===== src/rtl/uart_tx_arbiter.sv =====
// Round-robin arbiter that serializes 1-4 byte messages from two requesters
// MSB-first into a byte FIFO, with a credit counter that mirrors FIFO occupancy.
module uart_tx_arbiter #(
    parameter int unsigned FIFO_DEPTH = 8,
    parameter int unsigned CW         = 4
) (
    input  logic          clk,
    input  logic          reset,
    input  logic          req0_valid,
    input  logic [31:0]   req0_data,
    input  logic [1:0]    req0_len,
    output logic          req0_ready,
    input  logic          req1_valid,
    input  logic [31:0]   req1_data,
    input  logic [1:0]    req1_len,
    output logic          req1_ready,
    output logic          fifo_en,
    output logic [7:0]    fifo_data,
    input  logic          fifo_pop,
    output logic          busy,
    output logic          grant,
    output logic [CW-1:0] credits,
    output logic          overflow_err
);

    localparam logic [CW-1:0] CRED_MAX  = CW'(FIFO_DEPTH);
    localparam logic [CW-1:0] CRED_ONE  = CW'(1);
    localparam logic [CW-1:0] CRED_ZERO = CW'(0);

    typedef enum logic {
        IDLE = 1'b0,
        SEND = 1'b1
    } state_t;

    state_t        state;
    state_t        state_nxt;
    logic [31:0]   shift;
    logic [31:0]   shift_nxt;
    logic [1:0]    bytes_left;
    logic [1:0]    bytes_left_nxt;
    logic          last_grant;
    logic          last_grant_nxt;
    logic          grant_nxt;
    logic          req0_ready_nxt;
    logic          req1_ready_nxt;
    logic          fifo_en_nxt;
    logic [7:0]    fifo_data_nxt;
    logic          busy_nxt;
    logic [CW-1:0] credits_nxt;
    logic          overflow_nxt;
    logic          issue;
    logic          pick1;

    // Requester 1 wins when it is alone, or on a tie when requester 0 went last.
    assign pick1 = req1_valid && (!req0_valid || !last_grant);

    // Next-state and registered-output decode.
    always_comb begin
        state_nxt      = state;
        shift_nxt      = shift;
        bytes_left_nxt = bytes_left;
        last_grant_nxt = last_grant;
        grant_nxt      = grant;
        req0_ready_nxt = 1'b0;
        req1_ready_nxt = 1'b0;
        fifo_en_nxt    = 1'b0;
        fifo_data_nxt  = fifo_data;
        issue          = 1'b0;

        case (state)
            IDLE: begin
                if (req0_valid || req1_valid) begin
                    state_nxt      = SEND;
                    grant_nxt      = pick1;
                    last_grant_nxt = pick1;
                    shift_nxt      = pick1 ? req1_data : req0_data;
                    bytes_left_nxt = pick1 ? req1_len : req0_len;
                    req0_ready_nxt = !pick1;
                    req1_ready_nxt = pick1;
                end
            end
            SEND: begin
                // Issue is gated on the registered credit count; zero credits stalls.
                if (credits != CRED_ZERO) begin
                    issue         = 1'b1;
                    fifo_en_nxt   = 1'b1;
                    fifo_data_nxt = shift[31:24];
                    shift_nxt     = {shift[23:0], 8'h00};
                    if (bytes_left == 2'd0) begin
                        state_nxt = IDLE;
                    end else begin
                        bytes_left_nxt = bytes_left - 2'd1;
                    end
                end
            end
            default: state_nxt = IDLE;
        endcase

        busy_nxt = (state_nxt == SEND);
    end

    // Credit tracking: a pop while already full saturates and raises the sticky error.
    always_comb begin
        credits_nxt  = credits;
        overflow_nxt = overflow_err;
        if (issue && !fifo_pop) begin
            credits_nxt = credits - CRED_ONE;
        end else if (!issue && fifo_pop) begin
            if (credits == CRED_MAX) begin
                overflow_nxt = 1'b1;
            end else begin
                credits_nxt = credits + CRED_ONE;
            end
        end
    end

    always_ff @(posedge clk) begin
        if (!reset) begin
            state        <= IDLE;
            shift        <= 32'h0;
            bytes_left   <= 2'd0;
            last_grant   <= 1'b1;
            grant        <= 1'b0;
            req0_ready   <= 1'b0;
            req1_ready   <= 1'b0;
            fifo_en      <= 1'b0;
            fifo_data    <= 8'h00;
            busy         <= 1'b0;
            credits      <= CRED_MAX;
            overflow_err <= 1'b0;
        end else begin
            state        <= state_nxt;
            shift        <= shift_nxt;
            bytes_left   <= bytes_left_nxt;
            last_grant   <= last_grant_nxt;
            grant        <= grant_nxt;
            req0_ready   <= req0_ready_nxt;
            req1_ready   <= req1_ready_nxt;
            fifo_en      <= fifo_en_nxt;
            fifo_data    <= fifo_data_nxt;
            busy         <= busy_nxt;
            credits      <= credits_nxt;
            overflow_err <= overflow_nxt;
        end
    end

endmodule


===== config.mk =====
export PLATFORM = sky130hd
export DESIGN_NAME = uart_tx_arbiter
export DESIGN_NICKNAME = d
export VERILOG_FILES = /design/src/rtl/uart_tx_arbiter.sv
export SDC_FILE = /design/constraint.sdc
export NUM_CORES = 1
export LEC_CHECK = 0
export ABC_AREA = 1
export CORE_ASPECT_RATIO = 1.75
export CORE_MARGIN = 2
export CORE_UTILIZATION = 25
export CTS_CLUSTER_DIAMETER = 80
export CTS_CLUSTER_SIZE = 25
export DETAILED_ROUTE_END_ITERATION = 16
export PLACE_DENSITY_LB_ADDON = 0.12
export SETUP_SLACK_MARGIN = 0.4
export SYNTH_ARGS = -nofsm -noshare
export SYNTH_HDL_FRONTEND = slang
export SYNTH_SLANG_ARGS = --single-unit

===== constraint.sdc =====
create_clock -name clk -period 2.6 [get_ports clk]
set_clock_uncertainty 0.15 [all_clocks]
set_input_delay 0.65 -clock clk [delete_from_list [all_inputs] [get_ports clk]]
set_output_delay 0.65 -clock clk [all_outputs]
set_load 0.05 [all_outputs]

### After elaboration in Yosys (flattened, before gate mapping)

Cells that the tools add are included.

* register bits: 53
* output and inout bits: 18

* bitwise gates (word level): 4
* multiplexer cells: 18
* reduce and logical (&&, ||, !) cells: 20
* equality and inequality tests: 5
* add/sub/neg operators: 3

Operators with widths (count)
* 32-bit 2-to-1 mux: 3
* 32-bit one-hot mux with 2 select lines: 1
* 4-bit 2-to-1 mux: 3
* 2-bit 2-to-1 mux: 4
* 2-bit AND reduction: 4
* 2-bit != test (second input constant): 3
* 3-bit AND reduction: 2
* 1-bit zero test: 5
* 1-bit 2-to-1 mux: 5
* 4-bit by 1-bit adder with 4-bit output (second input constant): 1
* 4-bit == test (second input constant): 1
* 1-bit NOT: 4
* 2-bit one-hot mux with 2 select lines: 1
* 4-bit nonzero test: 1
* 4-bit by 1-bit subtractor with 4-bit output (second input constant): 1
* 1-bit logical AND: 3
* 3-bit OR reduction: 1
* 2-bit zero test: 1
* 1-bit logical OR: 2
* 2-bit by 1-bit != test with 1-bit output (second input constant): 1
* 1-bit one-hot mux with 2 select lines: 1
* 2-bit nonzero test: 1
* 2-bit by 1-bit subtractor with 2-bit output (second input constant): 1

### Logic depth before layout (Yosys ltp)

* depth after elaboration: 7
* depth in mapped cells: 14

### Worst setup path before layout

OpenSTA, ideal clock, no wires.

* kind: flip-flop to flip-flop
* start: register credits[0]
* end: register credits[2]
* period minus slack after synthesis: 2.459 ns
* path slack: 0.141 ns
* required time: 2.334 ns
* library setup time: 0.116 ns
* stages on the path, launching flop included: 15
* arrival: 2.192 ns
* path through: dfxtp_1 > nor2_2 > nand2_2 > nand2_2 > buf_4 > inv_2 > ha_1 > nand2_1 > inv_1 > nor2_1 > ha_1 > a21oi_1 > xnor2_1 > nor2_1 > nor2_1

* longest elaborated chain between the ends: 7

RTL lines
* start: declaration: RTL line 22 `output logic [CW-1:0] credits,`
* start signal: assignment: RTL line 142 `credits <= credits_nxt;`
* branches (longest 7 deep; another with 4-bit by 1-bit adder with 4-bit output)

Parallel ways; which one is timed is not known. The select of a mux whose other input is x is not followed.
A chain may end at the register's enable or synchronous reset.

### Final worst setup path

* start: input fifo_pop
* end: register credits[2]

* longest elaborated chain between the ends: 4

RTL lines
* start: declaration: RTL line 19 `input logic fifo_pop,`
* 1-bit zero test: RTL line 106 `if (issue && !fifo_pop) begin`
* 1-bit logical AND: RTL line 106
* 2-bit != test (no line) or 2-bit nonzero test (tied branches)
* 2-bit AND reduction (no line)

Parallel ways exist; a longest one is shown, timed or not.

==> impl_metrics.ini <==
[status]
outcome = completed

[hold_path]
hold_path_class = reg2reg

[detailed_routing]
wl_per_cell_um = 13.77
ant_nets = 0
dr_total_vias = 2744
drt-total-wl_um = 8126
drtIter0Drc = 133
drc = 0
drt-pass1-iter-count = 4
viasPerCell = 4.651

[floorplanning]
fp.dieW_um = 83.07
die_h_um = 142.4
io_pins = 91
start_util = 0.2557
fp.coreArea_um2 = 10700
dieArea_um2 = 11830
num_rows = 50

[run]
max_cap_violations = 0

[yosys]
synth_edf_count = 0
asyncSetResetFlopFracSynth = 0
ys_ff_latch = 53
ys.flop_type = dfxtp_1
yosysWarnings = 0
syn_nets = 457
syn_inst = 379
ys_types = 26
ys_seq_area_frac = 0.3879
syn_area_um2 = 2735
avgSynthCellArea_um2 = 7.217

[power_and_ir_drop]
max-vdd-ir-drop_uv = 412.9
pwr-share-seq = 0.357
netSwitchingFraction = 0.3882
p_switching_mw = 1.241
power_density_nw_per_um2 = 820.2
power_frac_comb = 0.401
p_leak_nw = 1.644
finalPower_mw = 3.196
p_int_mw = 1.955
p_clk_frac = 0.242

[worst_setup_path]
critPathCapture = credits[2]
start_kind = input pin
ff2ff_path_depth = 13
r2r_slack_ns = 0.57
rr_startpoint = credits[0]
path_max_fanout = 4
crit_start = fifo_pop
cp-end-kind = register
critPathKind = in2reg
cp.required_ns = 2.68
r2r-end = credits[2]
critPathArrivalTime_ns = 2.22

[sta]
min_period_ns = 2.143
finalHoldViolations = 0
slew_viol_final = 0
relSlewSlack = 0.6582
finalSetupViolCount = 0
rsz0062_at_grt = true
fmaxAchievable_mhz = 466.6
worst_slew_pin_slew_ns = 0.5147
finalCritPeriodShare = 0.8243
finalSetupTns_ns = 0

[clock_network]
insertion_delay_ns = 0.29
htreeDepth = 2
root_buffer = clkbuf_16
cts_hold_buffers = 0
postCtsSetupBuffers = 0
cts_max_path_buffers = 2
clk_pin_slew_ns = 0.07
numCtsBuffers = 5
cts_tree = built
clock_sink_count = 53

[cells_and_area]
syn_to_final_growth_pct = 42.45
antenna_cells = 0
drive_gt1_frac = 0.09783
fin_nets = 537

[place]
hpwlAfterDp_um = 6115
place_congestion = 0.7857
port_buffers = 90

[global_route]
overflow = 0
grt_pass1_vias = 2709
grt_pass1_wl_um = 13140
grt_antenna_before_repair = 0
track_usage = 0.1392
grt_start_max_net_pins = 55
critical path, cell delays in order:
cell and delay [ns]:
clkdlybuf4s50_1 0.49, inv_1 0.07, ha_2 0.20, nand2_1 0.06
inv_1 0.04, nor2_1 0.12, ha_1 0.18, a21oi_2 0.04
xnor2_1 0.21, nor2_1 0.07, nor2_1 0.09
metal layers:
layer / up-vias / GRT usage / routed length (um)
li1: 1442 / - / -
met1: 1214 / 0.1528 / 3221
met2: 75 / 0.2683 / 4419
met3: 13 / 0.02146 / 310
met4: 0 / 0.04659 / 174
met5: - / 0 / 0
power by group through the flow:
| stage | sequential, mW | combinational [mW] | clock [mW] |
|---|---|---|---|
| floorplan | 1.38 | 0.706 | 0 |
| global placement | 1.16 | 1.33 | 0 |
| detailed placement | 1.16 | 1.34 | 0 |
| CTS | 1.14 | 1.30 | 0.803 |
| global route | 1.17 | 1.43 | 0.833 |
| finish | 1.14 | 1.28 | 0.774 |
cell type report:
| type | count | area, um^2 |
|---|---|---|
| clock inverters | 2 | 36.28 |
| multi-input cells | 275 | 1414 |
| well taps | 130 | 162.7 |
| clock buffers | 6 | 138.9 |
| repair buffers | 99 | 973.4 |
| flip-flops and latches | 53 | 1075 |
| inverters | 25 | 96.34 |
| fillers | 1150 | 6802 |
synth_stat cells, types with 3 or more instances:
master    number  area, um^2
nor2_1        31       116.4
a21oi_1       27       135.1
o21ai_1        6       30.03
nand2_1       46       172.7
nand2_2        3       18.77
dfxtp_1       53        1061
buf_2          8       40.04
ha_1           5       62.56
a21oi_2       10       87.58
o21ai_0       71       355.3
inv_1         22       82.58
buf_6          9       101.4
clkbuf_1       7       26.28
nand3_1       64       320.3
cells in the final DEF, fill, tap and decap left out, types with 2 or more instances in the layout:
cell type	netlist	final
inv_4	1	2
a21oi_2	10	11
inv_2	2	2
o21ai_1	6	7
clkbuf_16	0	5
dfxtp_2	0	2
dlygate4sd2_1	0	18
nor2_1	31	31
nor2_4	2	2
dfxtp_4	0	3
clkdlybuf4s50_1	0	71
xnor2_1	2	2
nand2_2	3	3
buf_4	1	7
ha_1	5	4
buf_12	0	2
inv_1	22	22
a21oi_1	27	26
o21ai_0	71	70
dfxtp_1	53	48
nand4_1	2	2
nand3_1	64	64
nand2_1	46	46
logic make-up (layout without fill, tap and decap cells):
| kind of cell | Yosys count | in the layout | share of synthesized area |
|---|---|---|---|
| simple gates | 153 | 153 | 0.2575 |
| compound gates | 115 | 115 | 0.2246 |
| flops | 53 | 53 | 0.3879 |
| buf+inv | 51 | 132 | 0.1006 |
| fa+ha+maj | 5 | 5 | 0.02287 |
| xor+xnor | 2 | 2 | 0.006406 |
metrics by stage:
stage               instance area (um^2)  instances  setup WS, ns  hold slack, ns  utilization
CTS                                 3879        590        0.4175          0.3188       0.3626
floorplan                           2749        379        0.4075          0.2986            -
finish                              3896        590        0.4568          0.3073       0.3642
global route                        3896        590        0.3569          0.3529       0.3642
detailed placement                  3726        582        0.1166          0.3104       0.3483
global placement                    3726        582        0.1388          0.3069       0.3483
worst min path at each step:
stage	cells after the start	to	slack (ns)	from
final	2	overflow_err	0.31	overflow_err
after floorplan	2	last_grant	0.30	last_grant
after CTS	2	overflow_err	0.32	overflow_err
after global placement	2	overflow_err	0.31	overflow_err
after global routing	2	fifo_data[2]	0.35	fifo_data[2]
after detailed placement	2	overflow_err	0.31	overflow_err
registers in the layout, indices dropped and copies added, names as in the netlist, 2 cells and up:
| signal | cells |
|---|---|
| bytes_left | 2 |
| shift | 32 |
| fifo_data | 8 |
| credits | 4 |
repair_timing:
action / in CTS / in global routing
endpoints found under the setup margin: 18 / 10
resized for setup: 18 / 5
endpoints found under the hold margin: 0 / 0
pin swaps: 0 / 1
No activity file was read; power rests on OpenSTA's default activity.
==> RTL edit 1 (config.mk and constraints unchanged) <==
Set the parameter `CW` to 5 (it was 4).
--- a/src/rtl/uart_tx_arbiter.sv
+++ b/src/rtl/uart_tx_arbiter.sv
@@ -3,5 +3,5 @@
 module uart_tx_arbiter #(
     parameter int unsigned FIFO_DEPTH = 8,
-    parameter int unsigned CW         = 4
+    parameter int unsigned CW         = 5
 ) (
     input  logic          clk,
Ports: changed (resized credits); port bits go from 91 to 92. The function was not compared with the original's and may differ.
==> RTL edit 1 against the unedited design <==
  * Routed wire length is 0.27% higher
  * Worst setup slack better by 15 ps
  * Total power is 0.91% lower
  * Worst hold slack worse by 2.1 ps
  * Register-to-register slack worse by 99 ps
  * Global-route usage is 0.63 points higher
  * Fmax is 0.69% higher
  * Sequential cell count is 1 higher
  * Area after synthesis is 2.1% lower
  * Design area is 1.6% higher
  * Critical path depth is 4 higher
==> RTL edit 1: results (changes against the unedited design) <==
outcome: finished clean
initial DRC count: 120 (-9.8%)
Mapped Nets: 469 (+2.6%)
worst stage delay on the critical path: 370 ps (-120 ps)
Seq/total area: 27.6% (+0.029 points)
Sw Pwr: 0.00122 W (-1.6%)
Final period util: 81.9% (-0.57 points)
M2 GR Usage: 27.4% (+0.59 points)
met2 routed WL: 4490 um (+1.5%)
CP max stage cell: dfxtp_4
DP Wirelength: 5770 um (-5.6%)
clkbuf count: 7 (+1)
WL met1: 3250 um (+0.96%)
M1 GR Usage: 15.8% (+0.55 points)
register area share after synthesis: 40.4% (+1.6 points)
number of synthesized register bits: 54 (+1.9%)
Multi-Input Combinational: 291 (+5.8%)
biggest regs: shift (32), fifo_data (8), credits (5)
Logic inverters: 22 (-12%)
top cells by count, synth: nand2_1, nor2_1, dfxtp_1, o21ai_0, a21oi_1
Non-clk bufs: 103 (+4.0%)
Slew HR: 66.5% (+0.70 points)
gpl congestion: 0.751 (-4.4%)
P_leak: 1.70 nW (+3.7%)
Multi-input gate area: 1450 um^2 (+2.7%)
NonClk Buf Share: 25.3% (+0.29 points)
Layout clock area frac: 4.11% (-0.39 points)
placed instance count: 595 (+2.2%)
Post-Route WL: 8150 um (+0.27%)
met3 wire len: 289 um (-6.8%)
largest net degree at the start of global routing: 46 (-16%)
Max VDD drop: 410 uV (-0.81%)
largest cells by area after synthesis: dfxtp_1, nand2_1, o21ai_0, nor2_1, a21oi_1
first-pass GRT wire length: 13200 um (+0.37%)
reg2reg start: credits[1]
core area: 10600 um^2 (-1.2%)
syn avg cell area: 6.87 um^2 (-4.8%)
fin cells: 608 (+3.1%)
count of input and output buffers: 91 (+1.1%)
fin nets: 556 (+3.5%)
Placed Instance Area: 3720 um^2 (-0.13%)
met3 Use GR: 2.18% (+0.031 points)
post_cts resized: 25 (+7)
Fill cells: 1180 (+2.6%)
R2R depth: 15 (+2)
CP endpoint: credits[4]
pre-CTS setup slack: 50.8 ps (-65.8 ps)
==> RTL edit 1: cell count changes after synthesis, moves of 7 or more <==
cell / change
o21ai_0: -17
o21bai_1: +9
nand3_1: -47
a31oi_1: +13
a21oi_2: -10
nor2_1: +32
buf_6: -7
nand2_1: +37
==> RTL edit 1: cells by family (layout without fill, tap and decap cells) <==
group / count (synthesis) / after routing / synth area share (%)
xor+xnor: 3 / 3 / 0.981
compound gates: 110 / 110 / 22.6
simple gates: 172 / 172 / 25.7
buf+inv: 45 / 133 / 7.61
fa+ha+maj: 6 / 6 / 2.80
flops: 54 / 54 / 40.4
==> RTL edit 1: worst reg2reg max path: stages (launching register included) <==
cell      delay, ps
dfxtp_4         370
nor2_4          130
nand3_2         110
nand2_2         110
clkinv_4         70
ha_4            190
xor2_2          160
ha_2            180
inv_1            40
nand2_2          90
nand3_2         100
nand2_1          80
nand2_1          60
nand2_1          60
nand2_1          50
a21oi_1         110
==> RTL edit 2 (config.mk and constraints unchanged) <==
Made on the original files. `shift` and `fifo_data` no longer have a reset.
--- a/src/rtl/uart_tx_arbiter.sv
+++ b/src/rtl/uart_tx_arbiter.sv
@@ -118,5 +118,4 @@
         if (!reset) begin
             state        <= IDLE;
-            shift        <= 32'h0;
             bytes_left   <= 2'd0;
             last_grant   <= 1'b1;
@@ -125,5 +124,4 @@
             req1_ready   <= 1'b0;
             fifo_en      <= 1'b0;
-            fifo_data    <= 8'h00;
             busy         <= 1'b0;
             credits      <= CRED_MAX;
@@ -131,5 +129,4 @@
         end else begin
             state        <= state_nxt;
-            shift        <= shift_nxt;
             bytes_left   <= bytes_left_nxt;
             last_grant   <= last_grant_nxt;
@@ -138,5 +135,4 @@
             req1_ready   <= req1_ready_nxt;
             fifo_en      <= fifo_en_nxt;
-            fifo_data    <= fifo_data_nxt;
             busy         <= busy_nxt;
             credits      <= credits_nxt;
@@ -145,4 +141,9 @@
     end
 
+    always_ff @(posedge clk) begin
+        shift     <= shift_nxt;
+        fifo_data <= fifo_data_nxt;
+    end
+
 endmodule
 
Formal check against the unedited RTL: differs if reset is asserted again (counterexample within 4 cycles, from zero or initial values and one cycle with reset low); with reset held inactive, the same outputs for 10 cycles.
==> RTL edit 2 against the unedited design <==
  * Fmax is 0.40% higher
  * Area after synthesis is 8.2% lower
  * Total power is 7.0% lower
  * Count of clock-buffer cells in the layout is 1 lower
  * Routed wire length is 23% lower
  * Global-route usage is 2.2 points lower
  * Worst hold slack worse by 36 ps
  * Design area is 5.0% lower
  * Register-to-register slack worse by 20 ps
  * Sequential cell count stayed put
  * Worst setup slack better by 8.5 ps
  * Critical path type unchanged
  * Critical endpoint unchanged
==> RTL edit 2: results (changes against the unedited design) <==
outcome: finished clean
biggest regs: shift (32), fifo_data (8), credits (4)
Post-synth EDFFs: 40 (+40)
clk root buf: clkbuf_16
post-synthesis async set-or-reset flop share: 0% (unchanged)
dominant synthesized flop cell: edfxtp_1
Mapped Nets: 354 (-23%)
gpl congestion: 0.732 (-6.8%)
largest cells by area after synthesis: edfxtp_1, dfxtp_1, o21ai_0, nor2_1, nand2_1
1st-pass router iterations: 4 (unchanged)
Worst-path clk slew: 70 ps (about the same)
later-pin clock latency in the skew report: 290 ps (about the same)
Post-Synth Adder-Cell Area: 2.49% (+0.21 points)
initial DRC count: 65 (-51%)
number of diodes: 0 (unchanged)
pre-CTS setup slack: 127 ps (+10.5 ps)
pins over their slew limit: 0 (unchanged)
DP Wirelength: 4350 um (-29%)
layout cells sized above 1: 8.97% (-0.82 points)
Num CTS Buffers: 5 (unchanged)
Hold Path Stages: 0 (-2)
HP Class: reg -> reg
Max VDD drop: 317 uV (-23%)
initial antenna violation count: 0 (unchanged)
P_leak: 1.46 nW (-11%)
register area share after synthesis: 58.2% (+19 points)
top cells by count, synth: nor2_1, nand2_1, o21ai_0
fin nets: 445 (-17%)
clock buffer depth: 2 (unchanged)
GRT Util Overall: 11.7% (-2.2 points)
H-Tree Level Count: 2 (unchanged)
Fill cells: 1049 (-8.8%)
post-synthesis compound-gate area fraction: 14.2% (-8.3 points)
DR vias: 2110 (-23%)
Worst-Margin Slew: 502 ps (-12.4 ps)
largest net degree at the start of global routing: 38 (-31%)
Sw Pwr: 0.00105 W (-15%)
post-DR wirelength/cell: 12.7 um (-7.9%)
worst-path fanout max: 4 (unchanged)
count of input and output buffers: 90 (unchanged)
xor/xnor share of the synthesized area: 0.698% (+0.057 points)
Syn. warnings: 0 (unchanged)
Yosys cell types: 24 (-7.7%)
multiplexer share of the synthesized area: 0% (unchanged)
first-pass GRT wire length: 9830 um (-25%)
R2R depth: 13 (unchanged)
==> RTL edit 2: changes by cell type after synthesis, moves of 2 or more <==
cell	unedited run	this run
nor2_1	31	55
inv_1	22	16
a21oi_1	27	6
nor2_4	2	0
dfxtp_1	53	13
nand3_1	64	7
nand2_4	2	0
o21ai_0	71	43
o21ai_1	6	17
a21oi_2	10	0
buf_6	9	2
edfxtp_1	0	40
clkbuf_1	7	2
==> RTL edit 2: metal layers <==
metal / GRT usage (%) / vias to the layer above / wire length [um]
met2: 23.1 / 59 / 3450
met1: 11.9 / 929 / 2410
met3: 2.37 / 6 / 293
li1: - / 1116 / -
met4: 4.24 / 0 / 102
met5: 0 / - / 0
==> RTL edit 2: path summary, 6_finish.rpt <==
path,start,to,slack (ps)
worst max register to register,credits[2],credits[2],550
worst max-delay path,fifo_pop,credits[2],470
worst min-delay path,shift[24],fifo_data[0],270
worst min register to register,shift[24],fifo_data[0],270
==> RTL edit 2: layout make-up <==
type	instances	share of cell area [%]
Clock buffer	5	3.38
Timing Repair Buffer	97	25.1
Tap cell	125	4.23
Sequential cell	53	39.7
Multi-Input combinational cell	192	24.9
Clock inverter	3	0.710
Inverter	18	2.03
==> RTL edit 2: stage by stage <==
step                      power [W]  instances  instance area [um^2]  hold slack [ps]  util, %
final                       0.00297        493                  3700              271     37.6
after global routing        0.00316        493                  3700              282     37.6
after CTS                   0.00299        491                  3670              274     37.2
after detailed placement    0.00234        483                  3530              255     35.9
after global placement      0.00232        483                  3530              251     35.9
after floorplan             0.00197        276                  2520              250        -
==> RTL edit 2: worst max-delay path, cell delays in order <==
cell	delay [ps]
clkdlybuf4s50_1	480
inv_1	70
ha_2	200
nor2_1	120
nor2_2	60
ha_1	180
a21oi_1	160
xnor2_1	90
nor2_1	100
nor2_1	50
==> RTL edit 2: logic make-up (layout without fill, tap and decap cells) <==
| family | Yosys count | count (layout) |
|---|---|---|
| xor+xnor | 2 | 2 |
| simple gates | 117 | 117 |
| buf+inv | 31 | 123 |
| flops | 53 | 53 |
| fa+ha+maj | 5 | 5 |
| compound gates | 68 | 68 |
==> RTL edit 2: timing repair <==
action	CTS	global route
endpoints found under the setup margin	19	9
hold buffers	0	0
gates resized for setup	19	7
buffers inserted	0	2
==> RTL edit 2: power by group through the flow <==
stage          clock (W)  combinational, W  sequential, W
4_1_cts         0.000709          0.000991        0.00129
2_1_floorplan          0          0.000440        0.00153
5_1_grt         0.000733           0.00110        0.00133
3_5_place_dp           0           0.00103        0.00131
3_3_place_gp           0           0.00102        0.00131
6_report        0.000683          0.000995        0.00129
